[config.mk]
export PLATFORM = sky130hd
export DESIGN_NAME = register_file_64
export DESIGN_NICKNAME = d
export VERILOG_FILES = /design/src/rtl/regfile_pkg.sv /design/src/rtl/regfile_clear_fsm.sv /design/src/rtl/register_file_64.sv
export SDC_FILE = /design/constraint.sdc
export NUM_CORES = 2
export LEC_CHECK = 0
export BUFFER_PORTS_ARGS = -buffer_cell sky130_fd_sc_hd__buf_4
export CAP_MARGIN = 5
export CORE_MARGIN = 5
export CORE_UTILIZATION = 30
export DETAILED_ROUTE_END_ITERATION = 7
export PLACE_DENSITY = 0.52
export SETUP_SLACK_MARGIN = 0.5
export SYNTH_ARGS = -nofsm -noshare
export SYNTH_HDL_FRONTEND = slang
export SYNTH_HIERARCHICAL = 1
export SYNTH_SLANG_ARGS = --single-unit
[constraint.sdc]
create_clock -name clk -period 4.94 [get_ports clk]
set_clock_uncertainty 0.2 [all_clocks]
set_input_delay 0.494 -clock clk [delete_from_list [all_inputs] [get_ports clk]]
set_output_delay 0.494 -clock clk [all_outputs]
set_load 0.05 [all_outputs]
[src/rtl/regfile_pkg.sv]
// Shared constants, state encoding and named register indices for the LEGv8 register file.
package regfile_pkg;

  localparam int DATA_W   = 64;
  localparam int ADDR_W   = 5;
  localparam int ZERO_REG = 31;

  typedef enum logic {
    CLEAR = 1'b0,
    READY = 1'b1
  } state_t;

  localparam logic [ADDR_W-1:0] X0  = 5'd0;
  localparam logic [ADDR_W-1:0] X9  = 5'd9;
  localparam logic [ADDR_W-1:0] X30 = 5'd30;
  localparam logic [ADDR_W-1:0] XZR = 5'd31;

endpackage

[src/rtl/regfile_clear_fsm.sv]
// Post-reset clear engine: walks every index once, one per cycle, then parks in READY.
module regfile_clear_fsm
  import regfile_pkg::*;
#(
  parameter int ADDR_W = regfile_pkg::ADDR_W
) (
  input  logic              clk,
  input  logic              reset,
  output logic              clearActive,
  output logic [ADDR_W-1:0] clearAddr,
  output logic              initBusy
);

  localparam logic [ADDR_W-1:0] LAST = '1;

  state_t            state, state_nxt;
  logic [ADDR_W-1:0] cnt, cnt_nxt;

  always_ff @(posedge clk) begin
    if (reset) begin
      state <= CLEAR;
      cnt   <= '0;
    end else begin
      state <= state_nxt;
      cnt   <= cnt_nxt;
    end
  end

  // Counter holds at LAST once READY is reached rather than wrapping.
  always_comb begin
    state_nxt = state;
    cnt_nxt   = cnt;
    if (state == CLEAR) begin
      if (cnt == LAST) begin
        state_nxt = READY;
      end else begin
        cnt_nxt = cnt + ADDR_W'(1);
      end
    end
  end

  assign clearActive = (state == CLEAR);
  assign clearAddr   = cnt;
  assign initBusy    = (state == CLEAR);

endmodule

[src/rtl/register_file_64.sv]
// 32 x 64 LEGv8 register file: two combinational read ports, one write port, XZR masking,
// optional same-cycle write-to-read forwarding, and a sequential clear after reset.
module register_file_64
  import regfile_pkg::*;
#(
  parameter int DATA_W   = regfile_pkg::DATA_W,
  parameter int ADDR_W   = regfile_pkg::ADDR_W,
  parameter int ZERO_REG = regfile_pkg::ZERO_REG,
  parameter int BYPASS   = 1
) (
  input  logic              clk,
  input  logic              reset,
  input  logic [ADDR_W-1:0] readReg1,
  input  logic [ADDR_W-1:0] readReg2,
  input  logic [ADDR_W-1:0] writeReg,
  input  logic [DATA_W-1:0] writeData,
  input  logic              regWrite,
  output logic [DATA_W-1:0] readData1,
  output logic [DATA_W-1:0] readData2,
  output logic              initBusy
);

  localparam int                DEPTH    = 2 ** ADDR_W;
  localparam logic [ADDR_W-1:0] ZERO_IDX = ADDR_W'(ZERO_REG);

  logic [DATA_W-1:0] mem [DEPTH];
  logic              clearActive;
  logic [ADDR_W-1:0] clearAddr;
  logic              wr_en;

  regfile_clear_fsm #(.ADDR_W(ADDR_W)) u_clear_fsm (
    .clk         (clk),
    .reset       (reset),
    .clearActive (clearActive),
    .clearAddr   (clearAddr),
    .initBusy    (initBusy)
  );

  assign wr_en = !clearActive && !reset && regWrite && (writeReg != ZERO_IDX);

  // The XZR slot is never written; reads of it are masked below instead.
  always_ff @(posedge clk) begin
    if (clearActive) begin
      if (clearAddr != ZERO_IDX) begin
        mem[clearAddr] <= '0;
      end
    end else if (wr_en) begin
      mem[writeReg] <= writeData;
    end
  end

  always_comb begin
    readData1 = '0;
    if (!clearActive && (readReg1 != ZERO_IDX)) begin
      if ((BYPASS != 0) && wr_en && (writeReg == readReg1)) begin
        readData1 = writeData;
      end else begin
        readData1 = mem[readReg1];
      end
    end
  end

  always_comb begin
    readData2 = '0;
    if (!clearActive && (readReg2 != ZERO_IDX)) begin
      if ((BYPASS != 0) && wr_en && (writeReg == readReg2)) begin
        readData2 = writeData;
      end else begin
        readData2 = mem[readReg2];
      end
    end
  end

endmodule

Word-level counts from Yosys, hierarchy flattened
Memory sizes are Yosys's and may differ from the RTL's.
Cells that the tools add are included.
{"block": "word_totals", "ff_bits": 6, "mem_bits_rw": 2048, "in_bits": 82, "output_inout_bits": 129, "elab_cells": 38, "mem_count": 1}
{"name": "mem", "words": 32, "word_bits": 64, "rd": 2, "rd_clocked_by_memory_dff": 0, "write_ports": 1, "line": "register_file_64.sv:26", "rtl": "logic [DATA_W-1:0] mem [DEPTH];"}
{"block": "classes", "add_sub_neg": 1, "eq_ne": 7, "muxes": 15, "n_bitwise": 2, "n_reduce_logical": 10}
{"cell": "$mux W64", "n": 5}
{"cell": "$reduce_or A64 Y1", "n": 1}
{"cell": "$ne A5 B5 Y1 const B", "n": 4}
{"cell": "$eq A5 B5 Y1", "n": 2}
{"cell": "$mux W1", "n": 9}
{"cell": "$logic_and A1 B1 Y1", "n": 7}
{"cell": "$add A5 B1 Y5 const B", "n": 1}
{"cell": "$eq A5 B5 Y1 const B", "n": 1}
{"cell": "$mux W5", "n": 1}
{"cell": "$not A1 Y1", "n": 2}
{"cell": "$reduce_and A2 Y1", "n": 1}
{"cell": "$logic_not A1 Y1", "n": 1}

Logic depth before layout (Yosys ltp)
{"block": "depth", "ltp_word": 9, "mapped_depth": 11, "depth_no_buf": 7}

By module
Netlist, hierarchy kept.
{"mod": "register_file_64", "instances": 1, "cells_per_inst": 5251, "area_each_um2": 96279.8, "seq_area_each_um2": 61499.0}
{"mod": "regfile_clear_fsm", "instances": 1, "cells_per_inst": 28, "area_each_um2": 266.5, "seq_area_each_um2": 120.1}

Worst setup path before layout
OpenSTA, ideal clock, no wires.
{"block": "synth_path", "path_kind": "register to register", "startpoint": "register u_clear_fsm.state", "endpoint": "memory mem[11][0], enable pin", "setup_ps": 486, "arrival_ps": 4556, "required_ps": 4254, "path_slack_ps": -302, "path_stages_with_launch": 9, "path_buffers": 3, "synth_period_minus_slack_ps": 5242, "cell_sequence": "dfxtp_1 -> inv_1 -> buf_6 -> or3b_1 -> buf_2 -> a41oi_4 -> clkbuf_1 -> a21oi_1 -> nor2_1"}
{"block": "synth_between", "elab_chain_len": 8, "elab_cells_between_ends": 11, "classes_between": "mux (7); reduce/logical (4)"}
{"item": "start, declared", "line": "regfile_clear_fsm.sv:16", "rtl": "state_t state, state_nxt;"}
{"item": "start signal, assigned", "line": "regfile_clear_fsm.sv:24", "rtl": "state <= state_nxt;"}
{"item": "$logic_and A1 B1 Y1 (3 in series)", "line": "register_file_64.sv:39", "rtl": "assign wr_en = !clearActive && !reset && regWrite && (writeReg != ZERO_IDX);"}
{"item": "$mux W1", "line": "register_file_64.sv:47", "rtl": "end else if (wr_en) begin"}
{"item": "$mux W1", "line": "register_file_64.sv:43", "rtl": "if (clearActive) begin"}
{"item": "$mux W1 (implied by the code)", "line": "register_file_64.sv:48", "rtl": "mem[writeReg] <= writeData;"}
{"item": "$reduce_or A64 Y1 (no source line)"}
{"item": "$mux W5 (no source line) or $mux W1 (tied branches)"}
{"item": "end, declared", "line": "register_file_64.sv:26"}
Several ways; a longest one is shown, not always the timed one.

Worst setup path after layout
{"block": "layout_path", "startpoint": "register u_clear_fsm.state", "endpoint": "output port readData1[10]"}
{"block": "layout_between", "elab_chain_len": 6, "elab_cells_between_ends": 7, "classes_between": "mux (2); reduce/logical (5)"}
{"item": "$logic_and A1 B1 Y1 (3 in series)", "line": "register_file_64.sv:39"}
{"item": "$logic_and A1 B1 Y1", "line": "register_file_64.sv:55", "rtl": "if ((BYPASS != 0) && wr_en && (writeReg == readReg1)) begin"}
{"item": "$mux W64", "line": "register_file_64.sv:55"}
{"item": "$mux W64 (*)", "line": "register_file_64.sv:54", "rtl": "if (!clearActive && (readReg1 != ZERO_IDX)) begin"}
{"item": "end, declared", "line": "register_file_64.sv:18", "rtl": "output logic [DATA_W-1:0] readData1,"}
Mark *: on every way between the ends. The rest lies on a longest branch, timed or not.

==> results.md <==
- WL/cell: 34.5 um
- Port bufs: 210
- Chip height: 577 um
- RSZ-0062 raised after global routing: yes
- First-pass GRT wire length: 483000 um
- DP HPWL: 200000 um
- Synth cell types: 63
- Synth cell count leaders: 2048 x edfxtp_1, 888 x mux4_2, 471 x mux2i_1, 377 x nand2_1, 197 x clkbuf_1
- Dominant synthesized flop cell: edfxtp_1
- WP data arrival: 3.71 ns
- CP Class: flip-flop to output pin
- Fraction of layout cells with a size suffix above 1: 31.7%
- Global placer's final weighted congestion: 0.807
- TritonCTS clock tree: built
- Worst Tran Pin Value: 1.17 ns
- H-tree depth: 4
- Synthesized cell area: 96500 sq um
- Setup slack at placement: 0.285 ns
- DIE AREA: 333000 sq um
- Synth Area in Adders: 0.0259%
- #FFs+latches synth: 2054
- Number of synthesized flops with an enable pin: 2048
- CTS max path bufs: 4
- Crit path required time: 4.25 ns
- Max-cap violations: 0
- Worst-path clk slew: 0.06 ns
- Nets: 5780
- Core Box Area: 321000 sq um
- Run status: complete, no violations
- Mux cell area share after synthesis: 25.7%
- Number of top-level pins: 211
- Fill cell count: 29900
- Most common cell in the netlist: edfxtp_1
- Vias in the first global route: 59700
- Count of final setup violators: 0
- Syn-to-layout area delta: 17.6%
- Xor and xnor area share after synthesis: 0.109%
- Worst vdd ir: 299 uV
- Area post-placement: 106000 sq um
- DRT iter0 DRCs: 6961
- DR vias/cell: 5.77
- Syn Area/Cell: 18.3 sq um
- CTS Buf Count: 222
- Startpoint types: flip-flop
- Pwr per Cell Area: 343 nW/um^2
- Synth Area in Simple Gates: 3.21%
- Pins Over Slew Limit: 0
- Post-synthesis instance total: 5279
- Clock latency on the worst-skew pair: 0.87 ns
- Tcrit/Tclk final: 89.2%
- Count of final hold-check violations: 0
- Final Cell Area: 114000 sq um
- Root Driver: clkbuf_16
- Min Clock Period, post-route: 4.41 ns
- Sequential share of the synthesized area: 63.8%
- Post-synthesis async set-or-reset flop share: 0%
- Warnings from Yosys: 6
- Worst Path Max Fanout: 10
- WHS: 0.0787 ns
- Die X: 577 um
- Post-synth top area share: 63.7%
- Final WS setup: 0.534 ns
- Initial Util: 30.1%
- Endpoint class of the critical path: output pin
- Row Count: 208
- GR Util All Layers: 20.4%
- DRC viols: 0
- Via count: 58800
- Main area contributors after synthesis: edfxtp_1 64%, mux4_2 21%, mux2i_1 4.9%
- Compound-Gate Fraction of Synth Area: 4.88%
- Pre-antenna DRT Iters: 5
- Initial antenna violation count: 14
- Max Clock Freq: 227 MHz
- Max-slew headroom: 21.9%
- Final WL: 351000 um
- GRT overflow: 0
- Antenna viol nets, final: 0
- Cell taking the most area after synthesis: edfxtp_1
- TritonCTS Sinks: 2054
- Largest net degree at the start of global routing: 69
- Largest family of logic cells by synthesized area: multiplexers
- Hold WC Path Type: primary input to flip-flop
- Leakage: 0.0349 uW
[stage by stage]
step                      power (uW)  util (%)  std cells  TNS (ns)
after floorplan                21500         -       5342   -318.18
after global placement         22600      32.9       9745         0
after detailed placement       22600      32.9       9746         0
after CTS                      39200      35.2      10200         0
after global routing           40100      35.4      10200         0
final                          39000      35.4      10200         0
[cell families (layout without fill, tap and decap cells)]
| group | count (synthesis) | count (layout) |
|---|---|---|
| flops | 2054 | 2054 |
| mux | 1372 | 1372 |
| compound gates | 710 | 710 |
| simple gates | 701 | 702 |
| buf+inv | 427 | 951 |
| xor+xnor | 12 | 12 |
| fa+ha+maj | 2 | 2 |
| other cells | 1 | 72 |
[repair_timing]
item                                    4_1_cts  5_1_grt
endpoints found under the hold margin        75        0
gates cloned                                  2        2
pin swaps                                     7        3
gates resized for setup                      38       60
hold buffers                                  7        0
endpoints found under the setup margin      128       30
buffers inserted                             11        9
[flip-flops by register name (all words and copies together) (netlist names)]
signal	flops
u_clear_fsm/clearAddr	5
u_clear_fsm/state	1
mem	2048
[cell type report]
type / count / area [sq um] / area share (%)
clock buffers: 271 / 5800 / 5.11
clock inverters: 124 / 1300 / 1.15
repair buffers: 550 / 5670 / 4.99
well taps: 4305 / 5390 / 4.74
flip-flops and latches: 2054 / 61600 / 54.3
multi-input cells: 2862 / 33700 / 29.7
diodes: 8 / 20.0 / 0.0176
inverters: 6 / 40.0 / 0.0353
[worst paths after layout]
path                                     endpoint  slack (ns)         startpoint  cells after the start
worst max-delay path                readData1[10]        0.53  u_clear_fsm/state                      9
worst min-delay path                  mem[28][51]        0.08      writeData[51]                      3
worst max register to register        mem[22][63]        1.08  u_clear_fsm/state                     10
worst min register to register  u_clear_fsm/state        0.34  u_clear_fsm/state                      2
[routing by layer]
| layer | share of wire, % | global-route usage [%] | wire [um] | up-vias |
|---|---|---|---|---|
| met3 | 7.9 | 3.07 | 27700 | 615 |
| met1 | 40 | 27.7 | 141000 | 32000 |
| li1 | - | - | - | 23200 |
| met5 | 0 | 0 | 0 | - |
| met2 | 48 | 33.3 | 168000 | 2981 |
| met4 | 4.2 | 7.66 | 14900 | 0 |
[critical path, cell delays in order, from the launching register on]
cell and delay [ns]:
dfxtp_4 0.38, inv_1 0.06, buf_6 0.15, or3b_4 0.44, a41o_4 0.29, buf_12 0.14, or3_2 0.57, buf_4 0.26
a21oi_1 0.27, buf_4 0.26
[report_power, final]
group	internal, uW	switching, uW	total (uW)
Clock	9660	7040	16700
Combinational	1240	1790	3030
Sequential	19100	99.8	19200
Total	30000	8930	39000
[layout by cell type (no fill, tap or decap), types with 108 or more instances in the layout]
cell type,instances
a21oi_1,139
buf_12,108
buf_4,412
clkbuf_16,226
edfxtp_1,2048
mux2i_1,471
mux4_2,888
nand2_1,372
o21ai_0,119
o22ai_1,129
Power figures use the tool's default switching activity.
